--- config.mk ---
export PLATFORM = sky130hd
export DESIGN_NAME = darkuart_txarb
export DESIGN_NICKNAME = d
export VERILOG_FILES = /design/src/rtl/darkuart_pkg.sv /design/src/rtl/darkuart_fifo.sv /design/src/rtl/darkuart_txarb.sv
export SDC_FILE = /design/constraint.sdc
export NUM_CORES = 1
export LEC_CHECK = 0
export BUFFER_PORTS_ARGS = -buffer_cell sky130_fd_sc_hd__buf_2
export CAP_MARGIN = 20
export CORE_MARGIN = 2
export CORE_UTILIZATION = 45
export CTS_CLUSTER_SIZE = 20
export DETAILED_ROUTE_END_ITERATION = 12
export PLACE_DENSITY = 0.75
export SYNTH_ARGS = -nofsm -noshare
export SYNTH_HDL_FRONTEND = slang
export SYNTH_SLANG_ARGS = --single-unit
--- constraint.sdc ---
create_clock -name CLK -period 2.1 [get_ports CLK]
set_input_delay 0.63 -clock CLK [delete_from_list [all_inputs] [get_ports CLK]]
set_output_delay 0.63 -clock CLK [all_outputs]
set_load 0.1 [all_outputs]
--- src/rtl/darkuart_pkg.sv ---
// Shared definitions for the darkuart transmit path: byte type, newline code,
// arbiter state encoding and a constant-evaluable ceil(log2) helper.
package darkuart_pkg;

  typedef logic [7:0] byte_t;

  localparam byte_t UART_NL = 8'h0A;

  typedef enum logic {
    ST_IDLE  = 1'b0,
    ST_GRANT = 1'b1
  } arb_state_t;

  // Smallest width w with 2**w >= value; usable in parameter expressions.
  function automatic int unsigned clog2(input int unsigned value);
    int unsigned width;
    width = 0;
    while ((64'd1 << width) < 64'(value)) width++;
    return width;
  endfunction

endpackage

--- src/rtl/darkuart_fifo.sv ---
// Single-clock byte FIFO, one per requester. DEPTH must be a power of two so
// the pointers wrap naturally; dout shows the head entry whenever not empty.
module darkuart_fifo
  import darkuart_pkg::*;
#(
  parameter int unsigned DEPTH = 4
) (
  input  logic  clk,
  input  logic  rst_n,
  input  logic  push,
  input  logic  pop,
  input  byte_t din,
  output byte_t dout,
  output logic  full,
  output logic  empty
);

  localparam int unsigned AW = clog2(DEPTH);
  localparam int unsigned CW = AW + 1;

  byte_t         mem [DEPTH];
  logic [AW-1:0] wptr;
  logic [AW-1:0] rptr;
  logic [CW-1:0] count;

  assign full  = (count == CW'(DEPTH));
  assign empty = (count == '0);
  assign dout  = mem[rptr];

  // Pointer and occupancy bookkeeping; push+pop together leaves count unchanged.
  // NOTE: sequential state uses non-blocking assignments so every flop samples pre-edge values.
  always_ff @(posedge clk or negedge rst_n) begin
    if (!rst_n) begin
      wptr  <= '0;
      rptr  <= '0;
      count <= '0;
    end else begin
      if (push) wptr <= wptr + 1'b1;
      if (pop)  rptr <= rptr + 1'b1;
      case ({push, pop})
        2'b10:   count <= count + 1'b1;
        2'b01:   count <= count - 1'b1;
        default: ;
      endcase
    end
  end

  // Storage array written at the tail.
  // NOTE: the array is not reset; clearing the count already discards its contents.
  always_ff @(posedge clk) begin
    if (push) mem[wptr] <= din;
  end

endmodule

--- src/rtl/darkuart_txarb.sv ---
// Round-robin arbiter sharing one UART transmitter among NREQ byte producers.
// Optional line lock (macro UARTARB_LINELOCK_EN) keeps one requester's line
// contiguous until it sends a newline or its FIFO idles for LOCK_TMO cycles.
module darkuart_txarb
  import darkuart_pkg::*;
#(
  parameter  int unsigned NREQ     = 2,
  parameter  int unsigned DEPTH    = 4,
  parameter  int unsigned LOCK_TMO = 1024,
  localparam int unsigned OWN_W    = (clog2(NREQ) > 1) ? clog2(NREQ) : 1
) (
  input  logic                CLK,
  input  logic                RES_N,
  input  logic [NREQ-1:0]     REQ_VALID,
  input  logic [8*NREQ-1:0]   REQ_DATA,
  output logic [NREQ-1:0]     REQ_READY,
  output logic                TX_VALID,
  output logic [7:0]          TX_DATA,
  input  logic                TX_READY,
  output logic [OWN_W-1:0]    OWNER,
  output logic                LOCKED
);

  // Reject unsupported configurations at elaboration.
  if (NREQ < 2 || NREQ > 4 || DEPTH < 2 || (DEPTH & (DEPTH - 1)) != 0 || LOCK_TMO < 1)
  begin : g_bad_params
    $error("darkuart_txarb: unsupported parameter set");
  end

  byte_t            fifo_dout [NREQ];
  logic [NREQ-1:0]  fifo_full;
  logic [NREQ-1:0]  fifo_empty;
  logic [NREQ-1:0]  push;
  logic [NREQ-1:0]  pop;
  logic [NREQ-1:0]  eligible;
  arb_state_t       state;
  byte_t            tx_data;
  logic [OWN_W-1:0] owner;
  logic [OWN_W-1:0] grant_idx;
  logic             grant_hit;
  logic             load;
  logic             locked;

  assign REQ_READY = ~fifo_full;
  assign push      = REQ_VALID & ~fifo_full;

  for (genvar i = 0; i < NREQ; i++) begin : g_fifo
    darkuart_fifo #(.DEPTH(DEPTH)) u_fifo (
      .clk   (CLK),
      .rst_n (RES_N),
      .push  (push[i]),
      .pop   (pop[i]),
      .din   (REQ_DATA[8*i +: 8]),
      .dout  (fifo_dout[i]),
      .full  (fifo_full[i]),
      .empty (fifo_empty[i])
    );
  end

  // While locked only the owner may be granted; others simply queue up.
  assign eligible = locked ? (~fifo_empty & (NREQ'(1) << owner)) : ~fifo_empty;

  // Search OWNER+1, OWNER+2, ... (owner itself last) for the first eligible FIFO.
  // NOTE: every always_comb output gets a default first so no latch is inferred.
  always_comb begin
    logic [OWN_W-1:0] cand;
    cand      = owner;
    grant_hit = 1'b0;
    grant_idx = owner;
    for (int unsigned k = 1; k <= NREQ; k++) begin
      cand = OWN_W'((32'(owner) + k) % NREQ);
      if (!grant_hit && eligible[cand]) begin
        grant_hit = 1'b1;
        grant_idx = cand;
      end
    end
  end

  // Reload only when the output register is empty or being accepted this cycle.
  assign load = grant_hit & ((state == ST_IDLE) | TX_READY);

  // One-hot pop of the winning FIFO, same cycle as the output load.
  always_comb begin
    pop = '0;
    if (load) pop[grant_idx] = 1'b1;
  end

  // Output register FSM: IDLE has nothing pending, GRANT holds a byte for the UART.
  always_ff @(posedge CLK or negedge RES_N) begin
    if (!RES_N) begin
      state   <= ST_IDLE;
      tx_data <= '0;
      owner   <= OWN_W'(NREQ - 1);
    end else if (load) begin
      state   <= ST_GRANT;
      tx_data <= fifo_dout[grant_idx];
      owner   <= grant_idx;
    end else if (TX_READY) begin
      state   <= ST_IDLE;
    end
  end

`ifdef UARTARB_LINELOCK_EN
  localparam int unsigned TMO_W = clog2(LOCK_TMO) + 1;

  logic [TMO_W-1:0] tmo_cnt;

  // Lock on any non-newline grant; release on newline or after LOCK_TMO idle cycles.
  always_ff @(posedge CLK or negedge RES_N) begin
    if (!RES_N) begin
      locked  <= 1'b0;
      tmo_cnt <= '0;
    end else if (load) begin
      locked  <= (fifo_dout[grant_idx] != UART_NL);
      tmo_cnt <= '0;
    end else if (!locked || !fifo_empty[owner] || push[owner]) begin
      tmo_cnt <= '0;
    end else if (tmo_cnt == TMO_W'(LOCK_TMO - 1)) begin
      locked  <= 1'b0;
      tmo_cnt <= '0;
    end else begin
      tmo_cnt <= tmo_cnt + 1'b1;
    end
  end
`else
  assign locked = 1'b0;
`endif

  assign TX_VALID = (state == ST_GRANT);
  assign TX_DATA  = tx_data;
  assign OWNER    = owner;
  assign LOCKED   = locked;

endmodule

==> results.py, run 1 <==
metrics = {
    "yosys": {
        "synthDominantCellAreaShare_pct": 51.5,
        "synth_common_cells": "edfxtp_1, dfrtp_1, inv_1",
        "synth-main-ff-cell": "edfxtp_1",
        "synth_compound_area_share_pct": 4.66,
        "yosysWarningCount": 0,
        "synth_top_family_by_area": "multiplexers",
        "async_reset_ff_share_pct": 27.3,
        "ys_types": 35,
        "synth_edf_count": 64,
        "yosys.area_share.adder_pct": 4.43,
        "synth-xor-area-share_pct": 3.02,
        "ys_seq_area_share_pct": 67.7,
        "syn-num-nets": 245,
        "synth_top_area_cell": "edfxtp_1",
        "yosys.area_share.simple_pct": 5.37,
        "synth.area.mux_share_pct": 10.8,
        "synth.cell_area_um2": 3730,
        "synth_seq_cells": 88,
        "synth_cells": 212,
        "post-synth-top-count-cell": "edfxtp_1",
        "netlist_top_cells_area": "edfxtp_1, dfrtp_1, mux4_2",
        "avgSynthCellArea_um2": 17.6,
    },
    "setup_path": {
        "worstPathArrival_ns": 1.44,
        "start_kind": "flop",
        "path_buf_inv": 1,
        "cpPeakStageDelay_ns": 0.45,
        "crit_family": "flip-flops",
        "cp_cell_sequence": "or3b_4 -> buf_6",
        "worstSetupPathType": "reg -> out",
        "end_kind": "primary output",
        "required_ns": 1.47,
        "slowest_stage": "dfrtp_2",
        "worstPathMaxFanout": 6,
    },
    "routing": {
        "ant_nets": 0,
        "routed_via_density": 5.08,
        "drtIter0Drc": 121,
        "drc": 0,
        "routedWlPerCell_um": 16.4,
        "num_vias": 1899,
        "drt_pass1_iterations": 4,
        "finalWirelength_um": 6120,
    },
    "sta": {
        "fin_ws_ns": 0.0321,
        "slew_headroom_pct": 64.3,
        "tightest_slew_ns": 0.535,
        "grt_setup_unrepaired": "true",
        "holdWs_ns": 0.250,
        "fin_crit_sh_pct": 98.5,
        "hold_viol": 0,
        "period_minus_slack_ns": 2.07,
        "max_freq_ghz": 0.484,
        "finClkSkew_ns": 0.0125,
        "drv_slew": 0,
        "finalSetupViolCount": 0,
    },
    "placed_design": {
        "dpl_worst_slack_ns": -0.0416,
        "dp_hpwl_um": 4220,
        "globalplace.congestion": 0.749,
        "place.port_buffers": 32,
        "dp.cells": 352,
    },
    "layout": {
        "fin_util_pct": 53.6,
        "fill_cells": 630,
        "drive_above_1_share_pct": 40.5,
        "finalNetCount": 297,
        "finalNonFillerCells": 374,
        "diodes": 0,
        "synthToLayoutAreaGrowth_pct": 16.8,
    },
    "grt": {
        "gr-total-overflow": 0,
        "antenna_found_initial": 0,
        "grt_pass1_wl_um": 9450,
        "grt_start_max_net_pins": 25,
        "grt_pass1_vias": 1918,
        "grtUsageMet1_pct": 19.8,
        "grt.busiest_layer": "met2",
        "use_met3_pct": 3.56,
        "track_usage_pct": 14.7,
        "use_met2_pct": 22.8,
    },
    "die": {
        "dieWidth_um": 95.0,
        "initial_utilization_pct": 45.9,
        "rows": 33,
        "die_area_um2": 9030,
        "coreArea_um2": 8130,
        "die_y_um": 95.0,
        "io_pins": 34,
    },
    "pwr": {
        "power_density_nw_per_um2": 1570,
        "internal-power_w": 0.00417,
        "p_switching_w": 0.00267,
        "peakVddDrop_mv": 0.569,
        "power_leakage_nw": 1.67,
        "p_seq_share_pct": 39.9,
        "sw_frac_of_total_pct": 39.1,
        "combPwrFrac_pct": 44.0,
        "clkPwrFrac_pct": 16.1,
    },
    "clock_tree": {
        "numClockSinks": 88,
        "tritoncts": "done",
        "clock_path_buffers": 2,
        "cts.hold.buffers_added": 0,
        "cts.clk_slew.worst_paths_ns": 0.09,
        "cts_max_level": 3,
        "root_buffer": "clkbuf_8",
        "cts_buffers": 9,
        "clock_latency_ns": 0.35,
    },
    "worst_hold_path": {
        "min_path_type": "in -> async",
    },
    "flow_run": {
        "max_cap_viol_count": 0,
    },
    "status": {
        "outcome": "finished, final reports clean",
    },
}
[cell families (layout without fill, tap and decap cells)]
family,after synthesis,count (layout)
other cells,1,1
simple gates,31,31
mux,19,19
flops,88,88
compound gates,14,14
buf+inv,35,92
fa+ha+maj,12,12
xor+xnor,12,12
[layout by cell type (no fill, tap or decap), types with 2 or more instances in the layout]
cell type / count
nand4_1: 9
nand2_1: 2
and3_1: 8
ha_1: 8
o221ai_2: 8
buf_4: 18
edfxtp_1: 64
clkbuf_1: 2
nor2_1: 3
inv_2: 3
or3b_4: 2
inv_1: 20
o21a_1: 2
dfrtp_1: 21
and2_4: 2
mux4_2: 16
clkinv_1: 2
mux2_4: 3
buf_2: 30
clkinvlp_4: 3
ha_4: 2
xor2_1: 3
or3_1: 2
xnor2_1: 8
clkbuf_8: 9
[layout make-up]
cell class              count  area, um^2  area share [%]
flip-flops and latches     88        2530            58.1
inverters                  26         100            2.30
clock inverters             5        57.6            1.32
multi-input cells          89        1090            25.0
clock buffers              11         131            3.01
well taps                 105         131            3.01
repair buffers             50         317            7.26
[final timing paths]
path	start	endpoint	slack, ns	cells past startpoint
max	g_fifo[0].u_fifo.count[0]$_DFFE_PN0P_	REQ_READY[0]	0.03	2
min	RES_N	g_fifo[1].u_fifo.wptr[1]$_DFFE_PN0P_	0.25	1
max reg2reg	g_fifo[1].u_fifo.count[0]$_DFFE_PN0P_	g_fifo[0].u_fifo.count[1]$_DFFE_PN0P_	0.07	7
min reg2reg	g_fifo[1].u_fifo.count[2]$_DFFE_PN0P_	g_fifo[1].u_fifo.count[2]$_DFFE_PN0P_	0.52	1
max in group asynchronous	RES_N	TX_VALID$_DFFE_PN0P_	1.44	1
min in group CLK	REQ_DATA[1]	g_fifo[0].u_fifo.mem[3][1]$_DFFE_PP_	0.50	1
[registers in the layout, summed over array words and instances, names as in the netlist]
register	count
g_fifo.u_fifo.count	6
TX_VALID	1
TX_DATA	8
g_fifo.u_fifo.wptr	4
g_fifo.u_fifo.rptr	4
g_fifo.u_fifo.mem	64
OWNER	1
[metrics by stage]
| step | instance area [um^2] | power, W | TNS, ns |
|---|---|---|---|
| global placement | 4110 | 0.00563 | -0.0238 |
| CTS | 4320 | 0.00683 | 0 |
| floorplan | 3770 | 0.00502 | -0.242 |
| global route | 4360 | 0.00724 | -0.143 |
| detailed placement | 4110 | 0.00568 | -0.0774 |
| finish | 4360 | 0.00684 | 0 |
[layer usage]
metal	share of wire, %	wire, um
met3	2.9	179
met1	44	2720
met2	51	3130
met4	1.4	87
met5	0	0
[power groups by stage]
stage	logic [W]	registers, W	clock network [W]
6_report	0.00301	0.00273	0.00110
5_1_grt	0.00325	0.00278	0.00121
4_1_cts	0.00296	0.00275	0.00113
3_5_place_dp	0.00290	0.00279	0
3_3_place_gp	0.00286	0.00277	0
2_1_floorplan	0.00177	0.00325	0
[what timing repair did]
| item | in CTS | in global routing |
|---|---|---|
| setup buffers | 1 | 5 |
| gates cloned | 0 | 0 |
| pin swaps | 0 | 2 |
| setup endpoints to repair | 3 | 5 |
| gates resized for setup | 4 | 2 |
| endpoints found under the hold margin | 0 | 0 |
(Power assumes the default switching activity.)
==> run 2, diff against run 1 <==
- CORE_MARGIN: 2 -> 5
- REMOVE_ABC_BUFFERS: unset -> 1
==> run 2 against run 1 <==
Net effect: critical path type unchanged; the flow now finishes with violations (negative setup slack); clock power fell by 4%; wire length rose by 7.8%; largest power group unchanged; sequential power fell by 2%; register-to-register slack got worse by 0.02 ns; cell area rose by 1.7%.
==> results.py, run 2 (synthesis gave the netlist of run 1 again) <==
metrics = {
    "routing": {
        "routed_via_density": 5.08,
        "drc": 0,
        "drtIter0Drc": 86,
        "num_vias": 1946,
        "routedWlPerCell_um": 17.2,
        "drt_pass1_iterations": 4,
        "ant_nets": 0,
        "finalWirelength_um": 6590,
    },
    "clock_tree": {
        "clock_path_buffers": 2,
        "numClockSinks": 88,
        "clock_latency_ns": 0.35,
        "cts_max_level": 3,
        "root_buffer": "clkbuf_8",
        "tritoncts": "done",
        "cts.clk_slew.worst_paths_ns": 0.09,
        "cts_buffers": 9,
    },
    "sta": {
        "finClkSkew_ns": 0.0102,
        "slew_headroom_pct": 62.7,
        "holdWs_ns": 0.250,
        "max_freq_ghz": 0.474,
        "period_minus_slack_ns": 2.11,
        "tightest_slew_ns": 0.559,
        "finalSetupViolCount": 1,
        "drv_slew": 0,
        "setup_tns_ns": -0.00831,
        "fin_crit_sh_pct": 100,
        "hold_viol": 0,
        "grt_setup_unrepaired": "true",
        "fin_ws_ns": -0.00831,
    },
    "worst_hold_path": {
        "min_path_type": "in -> async",
    },
    "setup_path": {
        "cpPeakStageDelay_ns": 0.42,
        "crit_family": "flip-flops",
        "end_kind": "primary output",
        "cp_cell_sequence": "or3b_4 -> buf_6 -> buf_12",
        "slowest_stage": "dfrtp_1",
        "start_kind": "flop",
        "worstPathArrival_ns": 1.48,
        "required_ns": 1.47,
        "r2r_slack_ns": 0.05,
        "path_buf_inv": 2,
        "worstSetupPathType": "reg -> out",
        "worstPathMaxFanout": 3,
    },
    "placed_design": {
        "dpl_worst_slack_ns": -0.103,
        "place.port_buffers": 32,
        "dp_hpwl_um": 4500,
        "globalplace.congestion": 0.803,
    },
    "die": {
        "die_y_um": 101,
        "dieWidth_um": 101,
        "io_pins": 34,
        "initial_utilization_pct": 45.9,
        "die_area_um2": 10200,
        "coreArea_um2": 8130,
        "rows": 33,
    },
    "grt": {
        "grt_start_max_net_pins": 25,
        "grt_pass1_vias": 2079,
        "antenna_found_initial": 0,
        "track_usage_pct": 14.1,
        "grt_pass1_wl_um": 10800,
        "gr-total-overflow": 0,
    },
    "layout": {
        "final_cell_mix": "edfxtp_1, buf_2, buf_4, dfrtp_1, inv_1",
        "mostFrequentLayoutCell": "edfxtp_1",
        "synthToLayoutAreaGrowth_pct": 18.8,
        "top_register": "g_fifo.u_fifo.mem",
        "finalNetCount": 306,
        "largest_reg_flops": 64,
        "drive_above_1_share_pct": 43.5,
        "diodes": 0,
    },
    "pwr": {
        "power_density_nw_per_um2": 1580,
        "power_leakage_nw": 1.71,
        "peakVddDrop_mv": 0.571,
    },
    "status": {
        "violations": "negative setup slack",
        "outcome": "complete, but fails checks",
    },
    "flow_run": {
        "max_cap_viol_count": 0,
    },
}
==> run 2: cell count changes in the layout (fill, tap and decap cells not counted), sizes merged <==
cell	before	now
bufinv	1	0
clkbuf	11	10
buf	50	58
clkinvlp	3	4
inv	24	26
==> run 2: path summary, 6_finish.rpt <==
kind,from,endpoint,depth (start not counted)
max,g_fifo[1].u_fifo.count[1]$_DFFE_PN0P_,REQ_READY[1],3
min,RES_N,g_fifo[1].u_fifo.count[2]$_DFFE_PN0P_,1
max reg2reg,g_fifo[1].u_fifo.count[1]$_DFFE_PN0P_,g_fifo[1].u_fifo.count[2]$_DFFE_PN0P_,9
min reg2reg,g_fifo[1].u_fifo.count[2]$_DFFE_PN0P_,g_fifo[1].u_fifo.count[2]$_DFFE_PN0P_,2
max in group asynchronous,RES_N,g_fifo[0].u_fifo.count[2]$_DFFE_PN0P_,1
min in group CLK,REQ_DATA[10],g_fifo[1].u_fifo.mem[2][2]$_DFFE_PP_,1
==> run 2: routing by layer <==
metal	vias to the layer above	global-route usage, %	wire [um]	part of all wire, %
li1	916	-	-	-
met1	984	19.2	2920	44
met2	37	22.3	3270	50
met3	9	3.81	317	4.8
met4	0	4.29	87	1.3
met5	-	0	0	0
==> run 2: final cells by class <==
| type | count | area, um^2 |
|---|---|---|
| clock buffers | 9 | 124 |
| fillers | 634 | 3700 |
| flip-flops and latches | 88 | 2520 |
| multi-input cells | 89 | 1110 |
| clock inverters | 7 | 53.8 |
| well taps | 105 | 131 |
| inverters | 26 | 97.6 |
| repair buffers | 59 | 390 |
==> run 2: metrics by stage <==
| step | util, % | power, W | cells | area [um^2] |
|---|---|---|---|---|
| finish | 54.5 | 0.00700 | 383 | 4430 |
| global placement | 50.3 | 0.00561 | 356 | 4090 |
| CTS | 53.4 | 0.00688 | 378 | 4340 |
| floorplan | - | 0.00489 | 203 | 3680 |
| detailed placement | 50.3 | 0.00570 | 356 | 4090 |
| global route | 54.5 | 0.00744 | 383 | 4430 |
==> run 2: what timing repair did <==
item,CTS,global route
gates cloned,0,0
buffers inserted,6,5
gates resized for setup,8,12
endpoints found under the setup margin,5,6
hold buffers,0,0
pin swaps,2,7
==> run 2: report_power, final <==
part	switching [W]	internal, W	leakage, nW
registers	0.000282	0.00239	0.867
clock network	0.000620	0.000437	0.0774
logic	0.00192	0.00135	0.769
total	0.00282	0.00418	1.71
==> run 2: worst register-to-register path: cells and delay by family (launching register included) <==
| family | cells | cell delay (ns) |
|---|---|---|
| buffers and inverters | 2 | 0.10 |
| and+or+nand+nor | 3 | 0.69 |
| xor gates and xnor gates | 2 | 0.28 |
| DFF | 1 | 0.42 |
| adders and majority gates | 2 | 0.47 |
